--- src/rtl/sram_1p_arbiter_pkg.sv ---
// ----------------------------------------------------------------------------
// sram_1p_arbiter_pkg: shared geometry defaults and FSM state encoding.
// Rev 1.0
// ----------------------------------------------------------------------------
`default_nettype none

package sram_1p_arbiter_pkg;

    localparam int DEPTH_DEFAULT = 816;
    localparam int AW_DEFAULT    = 10;
    localparam int DW_DEFAULT    = 32;

    typedef enum logic [0:0] {
        ST_INIT = 1'b0,
        ST_RUN  = 1'b1
    } state_e;

endpackage

`default_nettype wire

--- src/rtl/sram_1p_arbiter_rr_arb2.sv ---
// ----------------------------------------------------------------------------
// rr_arb2: two-way round-robin grant; last-grant register favours req0 first.
// Rev 1.0
// ----------------------------------------------------------------------------
`default_nettype none

module rr_arb2
    import sram_1p_arbiter_pkg::*;
(
    input  logic clk,
    input  logic rst_n,
    input  logic en,
    input  logic req0,
    input  logic req1,
    output logic gnt0,
    output logic gnt1
);

    // last_q = 1 means requester 1 was granted most recently
    logic last_q;
    logic last_d;

    always_comb begin
        gnt0   = en & req0 & (~req1 | last_q);
        gnt1   = en & req1 & (~req0 | ~last_q);
        last_d = last_q;
        if (gnt0) begin
            last_d = 1'b0;
        end else if (gnt1) begin
            last_d = 1'b1;
        end
    end

    always_ff @(posedge clk) begin
        if (!rst_n) begin
            last_q <= 1'b1;
        end else begin
            last_q <= last_d;
        end
    end

endmodule

`default_nettype wire

--- src/rtl/sram_1p_arbiter.sv ---
// ----------------------------------------------------------------------------
// sram_1p_arbiter: two requesters sharing one single-port SRAM, with power-up clear.
// Rev 1.0
// ----------------------------------------------------------------------------
`default_nettype none

module sram_1p_arbiter
    import sram_1p_arbiter_pkg::*;
#(
    parameter int DEPTH = DEPTH_DEFAULT,
    parameter int AW    = AW_DEFAULT,
    parameter int DW    = DW_DEFAULT
) (
    input  logic          CLK,
    input  logic          RSTN,
    input  logic          req0_valid,
    output logic          req0_ready,
    input  logic          req0_we,
    input  logic [AW-1:0] req0_addr,
    input  logic [DW-1:0] req0_wdata,
    input  logic          req1_valid,
    output logic          req1_ready,
    input  logic          req1_we,
    input  logic [AW-1:0] req1_addr,
    input  logic [DW-1:0] req1_wdata,
    output logic          rsp0_valid,
    output logic [DW-1:0] rsp0_rdata,
    output logic          rsp0_err,
    output logic          rsp1_valid,
    output logic [DW-1:0] rsp1_rdata,
    output logic          rsp1_err,
    output logic          init_done,
    output logic          sram_ceb,
    output logic          sram_web,
    output logic [AW-1:0] sram_a,
    output logic [DW-1:0] sram_d,
    input  logic [DW-1:0] sram_q
);

    localparam logic [AW:0] LAST_CNT = (AW+1)'(DEPTH);

    state_e        state_q, state_d;
    logic [AW:0]   cnt_q, cnt_d;
    logic          init_done_q, init_done_d;
    logic          iss_valid_q, iss_valid_d;
    logic          iss_id_q, iss_id_d;
    logic          iss_we_q, iss_we_d;
    logic          iss_err_q, iss_err_d;
    logic          ceb_q, ceb_d;
    logic          web_q, web_d;
    logic [AW-1:0] a_q, a_d;
    logic [DW-1:0] d_q, d_d;
    logic          rsp_valid_q, rsp_valid_d;
    logic          rsp_id_q, rsp_id_d;
    logic          rsp_rd_q, rsp_rd_d;
    logic          rsp_err_q, rsp_err_d;

    logic          w_gnt0, w_gnt1, w_acc;
    logic          w_cmd_we, w_cmd_err;
    logic [AW-1:0] w_cmd_addr;
    logic [DW-1:0] w_cmd_wdata;

    // Reset also blocks grants so nothing is accepted during the reset cycle
    rr_arb2 u_arb (
        .clk   (CLK),
        .rst_n (RSTN),
        .en    ((state_q == ST_RUN) & RSTN),
        .req0  (req0_valid),
        .req1  (req1_valid),
        .gnt0  (w_gnt0),
        .gnt1  (w_gnt1)
    );

    assign req0_ready  = w_gnt0;
    assign req1_ready  = w_gnt1;
    assign w_acc       = w_gnt0 | w_gnt1;
    assign w_cmd_we    = w_gnt1 ? req1_we    : req0_we;
    assign w_cmd_addr  = w_gnt1 ? req1_addr  : req0_addr;
    assign w_cmd_wdata = w_gnt1 ? req1_wdata : req0_wdata;
    assign w_cmd_err   = ({1'b0, w_cmd_addr} >= LAST_CNT);

    always_comb begin
        state_d     = state_q;
        cnt_d       = cnt_q;
        init_done_d = init_done_q;
        iss_valid_d = 1'b0;
        iss_id_d    = 1'b0;
        iss_we_d    = 1'b0;
        iss_err_d   = 1'b0;
        ceb_d       = 1'b1;
        web_d       = 1'b1;
        a_d         = '0;
        d_d         = '0;
        rsp_valid_d = iss_valid_q;
        rsp_id_d    = iss_id_q;
        rsp_rd_d    = iss_valid_q & ~iss_we_q & ~iss_err_q;
        rsp_err_d   = iss_valid_q & iss_err_q;

        case (state_q)
            ST_INIT: begin
                if (cnt_q == LAST_CNT) begin
                    state_d     = ST_RUN;
                    init_done_d = 1'b1;
                end else begin
                    ceb_d = 1'b0;
                    web_d = 1'b0;
                    a_d   = cnt_q[AW-1:0];
                    cnt_d = cnt_q + (AW+1)'(1);
                end
            end
            ST_RUN: begin
                if (w_acc) begin
                    iss_valid_d = 1'b1;
                    iss_id_d    = w_gnt1;
                    iss_we_d    = w_cmd_we;
                    iss_err_d   = w_cmd_err;
                    if (!w_cmd_err) begin
                        ceb_d = 1'b0;
                        web_d = ~w_cmd_we;
                        a_d   = w_cmd_addr;
                        d_d   = w_cmd_we ? w_cmd_wdata : '0;
                    end
                end
            end
        endcase
    end

    always_ff @(posedge CLK) begin
        if (!RSTN) begin
            state_q     <= ST_INIT;
            cnt_q       <= '0;
            init_done_q <= 1'b0;
            iss_valid_q <= 1'b0;
            iss_id_q    <= 1'b0;
            iss_we_q    <= 1'b0;
            iss_err_q   <= 1'b0;
            ceb_q       <= 1'b1;
            web_q       <= 1'b1;
            a_q         <= '0;
            d_q         <= '0;
            rsp_valid_q <= 1'b0;
            rsp_id_q    <= 1'b0;
            rsp_rd_q    <= 1'b0;
            rsp_err_q   <= 1'b0;
        end else begin
            state_q     <= state_d;
            cnt_q       <= cnt_d;
            init_done_q <= init_done_d;
            iss_valid_q <= iss_valid_d;
            iss_id_q    <= iss_id_d;
            iss_we_q    <= iss_we_d;
            iss_err_q   <= iss_err_d;
            ceb_q       <= ceb_d;
            web_q       <= web_d;
            a_q         <= a_d;
            d_q         <= d_d;
            rsp_valid_q <= rsp_valid_d;
            rsp_id_q    <= rsp_id_d;
            rsp_rd_q    <= rsp_rd_d;
            rsp_err_q   <= rsp_err_d;
        end
    end

    assign init_done = init_done_q;
    assign sram_ceb  = ceb_q;
    assign sram_web  = web_q;
    assign sram_a    = a_q;
    assign sram_d    = d_q;

    // SRAM read data arrives during the response cycle, so it is muxed through unregistered
    assign rsp0_valid = rsp_valid_q & ~rsp_id_q;
    assign rsp1_valid = rsp_valid_q & rsp_id_q;
    assign rsp0_err   = rsp0_valid & rsp_err_q;
    assign rsp1_err   = rsp1_valid & rsp_err_q;
    assign rsp0_rdata = (rsp0_valid & rsp_rd_q) ? sram_q : '0;
    assign rsp1_rdata = (rsp1_valid & rsp_rd_q) ? sram_q : '0;

endmodule

`default_nettype wire

--- config.mk ---
export PLATFORM = sky130hd
export DESIGN_NAME = sram_1p_arbiter
export DESIGN_NICKNAME = d
export VERILOG_FILES = /design/src/rtl/sram_1p_arbiter_pkg.sv /design/src/rtl/sram_1p_arbiter_rr_arb2.sv /design/src/rtl/sram_1p_arbiter.sv
export SDC_FILE = /design/constraint.sdc
export NUM_CORES = 1
export LEC_CHECK = 0
export ABC_AREA = 1
export CORE_MARGIN = 1
export CORE_UTILIZATION = 37
export DETAILED_ROUTE_END_ITERATION = 10
export GPL_TIMING_DRIVEN = 0
export HOLD_SLACK_MARGIN = 0.15
export PLACE_DENSITY = 0.84
export SYNTH_ARGS = -nofsm -noshare
export SYNTH_HDL_FRONTEND = slang
export SYNTH_SLANG_ARGS = --single-unit
export TNS_END_PERCENT = 1
--- constraint.sdc ---
create_clock -name CLK -period 4 [get_ports CLK]
set_input_delay 0.4 -clock CLK [delete_from_list [all_inputs] [get_ports CLK]]
set_output_delay 0.4 -clock CLK [all_outputs]
set_load 0.05 [all_outputs]
Word level (Yosys, flattened, before mapping)
Cells that the tools add are included.
- bits in registers: 66
- bits of input ports: 122
- word-level logic and storage cells: 73
- $add $sub $neg: 1
- order comparisons: 1
- equality and inequality tests: 1
- multiplexer cells: 20
- bitwise logic cells: 28
- reduce and logical (&&, ||, !) cells: 6
- operators with widths (operator ; count):
    2-to-1 mux 32 bit ; 3
    2-to-1 mux 10 bit ; 4
    case mux 10 bit (2 select lines) ; 1
    AND 1 bit ; 14
    adder 11 x 1 -> 11 bit (second input constant) ; 1
    equality test 11 x 10 -> 1 bit (second input constant) ; 1
    NOT 1 bit ; 11
    >= comparator 10 bit (second input constant) ; 1
    2-to-1 mux 1 bit ; 10
    AND reduction 2 bit ; 3
    OR reduction 5 bit ; 1
    case mux 1 bit (2 select lines) ; 2
    OR 1 bit ; 3
    AND reduction 3 bit ; 1
    nonzero test 2 bit ; 1

Longest topological paths before layout
- depth in word-level cells: 8
- gate-level depth with buffers: 13
- gate-level depth less buffers: 11

Hierarchy
A second synthesis with hierarchy kept.
- cell total of the unflattened synthesis: 467
- area total of the unflattened synthesis: 3198.1 µm²
- by module, submodules not included (module ; times used ; cells each ; area each (µm²) ; sequential area each (µm²)):
    sram_1p_arbiter ; 1 ; 456 ; 3130.5 ; 1301.2
    rr_arb2 ; 1 ; 11 ; 67.6 ; 20.0

Least setup slack after synthesis
No wires, ideal clock.
- kind: reg2out
- start: register rsp_valid_q
- end: output port rsp0_rdata[10]
- data arrival time: 2.182 ns
- setup slack: 1.418 ns
- cell stages (with the launch flop): 6
- cells stage by stage: dfxtp_1 inv_1 nor2_1 nand2_1 clkbuf_1 nor2_1
- longest elaborated chain between the ends: 3
- ends and longest elaborated chain (element ; RTL line ; source):
    from (decl) ; sram_1p_arbiter.sv:53 ; logic rsp_valid_q, rsp_valid_d;
    from (signal assigned) ; sram_1p_arbiter.sv:157 ; rsp_valid_q <= rsp_valid_d;
    AND 1 bit ; sram_1p_arbiter.sv:171 ; assign rsp0_valid = rsp_valid_q & ~rsp_id_q;
    net rsp0_valid ; sram_1p_arbiter.sv:26 ; output logic rsp0_valid,
    AND 1 bit ; sram_1p_arbiter.sv:175 ; assign rsp0_rdata = (rsp0_valid & rsp_rd_q) ? sram_q : '0;
    2-to-1 mux 32 bit ; sram_1p_arbiter.sv:175 ;
    to (decl) ; sram_1p_arbiter.sv:27 ; output logic [DW-1:0] rsp0_rdata,
The timed path passes the listed nets, and every way through them passes these cells.

Final worst setup path
- start: input port RSTN
- end: output port req1_ready
- longest elaborated chain between the ends: 3
- ends and longest elaborated chain (element ; RTL line ; source):
    from (decl) ; sram_1p_arbiter.sv:15 ; input logic RSTN,
    AND 1 bit ; sram_1p_arbiter.sv:67 ; .en ((state_q == ST_RUN) & RSTN),
    AND 1 bit (2 in a row) ; sram_1p_arbiter_rr_arb2.sv:25 ; gnt1 = en & req1 & (~req0 | ~last_q);
    to (decl) ; sram_1p_arbiter.sv:22 ; output logic req1_ready,
No other way between the ends.

==> flow_summary_export.csv <==
group,metric,value,unit
power_and_ir_drop,power.density,246,nW/µm²
power_and_ir_drop,vdd_ir_drop_max,0.231,mV
status,outcome,"finished clean",
place,place_ws,0.767,ns
setup_path,r2r_setup_slack,1.91,ns
route,viasPerCell,4.52,
setup_path,crit_cells,9,
cells_and_area,largest_register_ffs,32,
route,antenna_left,0,
synth,ys_types,28,
cts,postCtsSetupRepairBufs,0,
cts,root_buffer,"clkbuf_8",
place,portBuffers,236,
route,dr.first_iter.drc_count,115,
place,dp_hpwl,8.57,mm
cells_and_area,drive_gt1_share,9.63,%
sta,clock.fmax,310,MHz
power_and_ir_drop,power.total,0.00143,W
global_route,grtUsageTotal,23.8,%
setup_path,reg2reg_depth,7,
sta,setup_tns,0,ns
cts,cts_inserted_buffers,9,
synth,synth_top_area_share,42.6,%
cells_and_area,finalNetCount,816,
sta,fin_crit,3.22,ns
synth,ys_seq_elements,66,
synth,synthArstFlopShare,0,%
cts,htree_levels,3,
route,dr.pass1.iters,4,
cts,cts-resized-gates,0,
sta,tightest_slew,0.611,ns
cells_and_area,final_area,5800,µm²
route,drc,0,
cells_and_area,final_cells,801,
setup_path,start_kind,"primary input",
sta,setup_violations,0,
setup_path,crit_fanout,10,
cells_and_area,area_delta_synth_final,87.0,%
setup_path,crit_family,"buffers and inverters",
floorplan,core,8180,µm²
route,postRouteWirelength,10.3,mm
global_route,grt_start_max_net_pins,11,
global_route,overflow,0,
setup_path,critical-path-slowest-cell,"clkdlybuf4s50_1",
global_route,grt_pass1_wl,16.0,mm
floorplan,initial_core_util,37.9,%
sta,slew-limit-headroom,59.1,%
synth,netlist_instances,445,
synth,synth-edff-count,0,
floorplan,fp.dieArea,8750,µm²
sta,slew_violations,0,
setup_path,cpPeakStageDelay,0.83,ns
cts,cts_tree,"done",
synth,yosysMostFrequentCell,"nand2_1",
place,placed_cell_area,5590,µm²
place,gp_congestion,0.862,
cells_and_area,n_antenna_cell,0,
route,dr_total_vias,3621,
sta,post-route-period-util,80.6,%
sta,clock_skew,0.00889,ns
min_path,worstHoldPathCells,1,
floorplan,io_pins,237,
cts,cts_buffer_depth,2,
setup_path,crit_buf_inv,6,
setup_path,cp-end-kind,"primary output",
place,dp_cells,786,
power_and_ir_drop,p_leak,2.41,nW
sta,finalWorstSetupSlack,0.776,ns
global_route,grt_antenna_before_repair,0,
synth,yosys-top-cells-area,"dfxtp_1, nand2_1, nor2_1",
setup_path,critical_path_required,3.60,ns
setup_path,crit_type,"primary input to primary output",
synth,ys.flop_type,"dfxtp_1",
run,cap_violations,0,
synth,seq_area_frac_synth,42.6,%
floorplan,die_w,93.5,µm
route,wl_per_cell,12.8,µm
global_route,grt_pass1_vias,3414,
synth,syn_avg_cell_area,6.96,µm²
sta,finalHoldViolations,0,
sta,rsz0062_at_grt,"false",
floorplan,fp-row-count,33,
cts,clk_pin_slew_worst_paths,0.06,ns
cts,clkLatencyLatePin,0.33,ns
cts,clock-sinks,66,
cts,cts_hold_buf,0,
min_path,min_path_type,"register to register",
synth,yosysTopAreaCell,"dfxtp_1",
setup_path,crit_chain,"clkdlybuf4s50_1, nand2_2, nor2_4, nand2_2, buf_6, inv_2, buf_2, buf_2, clkdlybuf4s50_1",
synth,syn_area,3100,µm²
synth,synthTopCellsByCount,"nand2_1, nor2_1, dfxtp_1, inv_1, a21oi_2",
setup_path,worstPathArrival,2.82,ns
synth,syn-num-nets,569,
synth,yosys_warnings,0,
floorplan,die_y,93.5,µm
==> final cells by class <==
class / instances / area, µm²
Clock inverter: 2 / 35.0
Sequential cell: 66 / 1320
Fill cell: 657 / 2380
Clock buffer: 13 / 169
Tap cell: 105 / 131
Multi-Input combinational cell: 295 / 1420
Buffer: 21 / 124
Timing Repair Buffer: 236 / 2360
Inverter: 63 / 236
==> metrics by stage <==
step	hold WS [ns]	util, %
floorplan	0.376	-
global placement	0.393	68.4
detailed placement	0.392	68.4
CTS	0.404	70.9
global route	0.419	70.9
finish	0.402	70.9
==> layer usage <==
metal	vias up	track usage, %	routed length (µm)
li1	1850	-	-
met1	1588	22.4	3610
met2	159	45.9	5460
met3	24	7.32	842
met4	0	12.1	356
met5	-	0	0
==> cell families (layout without fill, tap and decap cells) <==
family / Yosys count / in the layout / share of synthesized area [%]
flops: 66 / 66 / 42.6
compound gates: 64 / 64 / 14.3
simple gates: 227 / 227 / 30.0
xor+xnor: 2 / 2 / 0.565
buf+inv: 84 / 335 / 11.6
fa+ha+maj: 2 / 2 / 0.807
==> cell usage in the layout, fill, tap and decap left out, drive strengths merged <==
cell and n:
nand2 123, nand4 3, o22ai 2, and2 1, clkinv 2, inv 62, ha 2, bufinv 1
buf 12, clkbuf 22, o21ai 11, nor2 81, xor2 1, xnor2 1, nand3 15, nor3 4
a21oi 48, clkdlybuf4s50 236, dfxtp 66, a31oi 2, a211oi 1
==> final timing paths <==
kind                            startpoint    endpoint
worst max-delay path                  RSTN  req1_ready
worst min-delay path              iss_we_q    rsp_rd_q
worst max register to register    cnt_q[0]    sram_web
worst min register to register    iss_we_q    rsp_rd_q
==> report_power, final <==
part / total (W) / switching (W) / internal, W
combinational: 0.000189 / 0.0000653 / 0.000124
clock: 0.000572 / 0.000237 / 0.000335
sequential: 0.000667 / 0.00000474 / 0.000662
No activity file was read; power rests on OpenSTA's default activity.
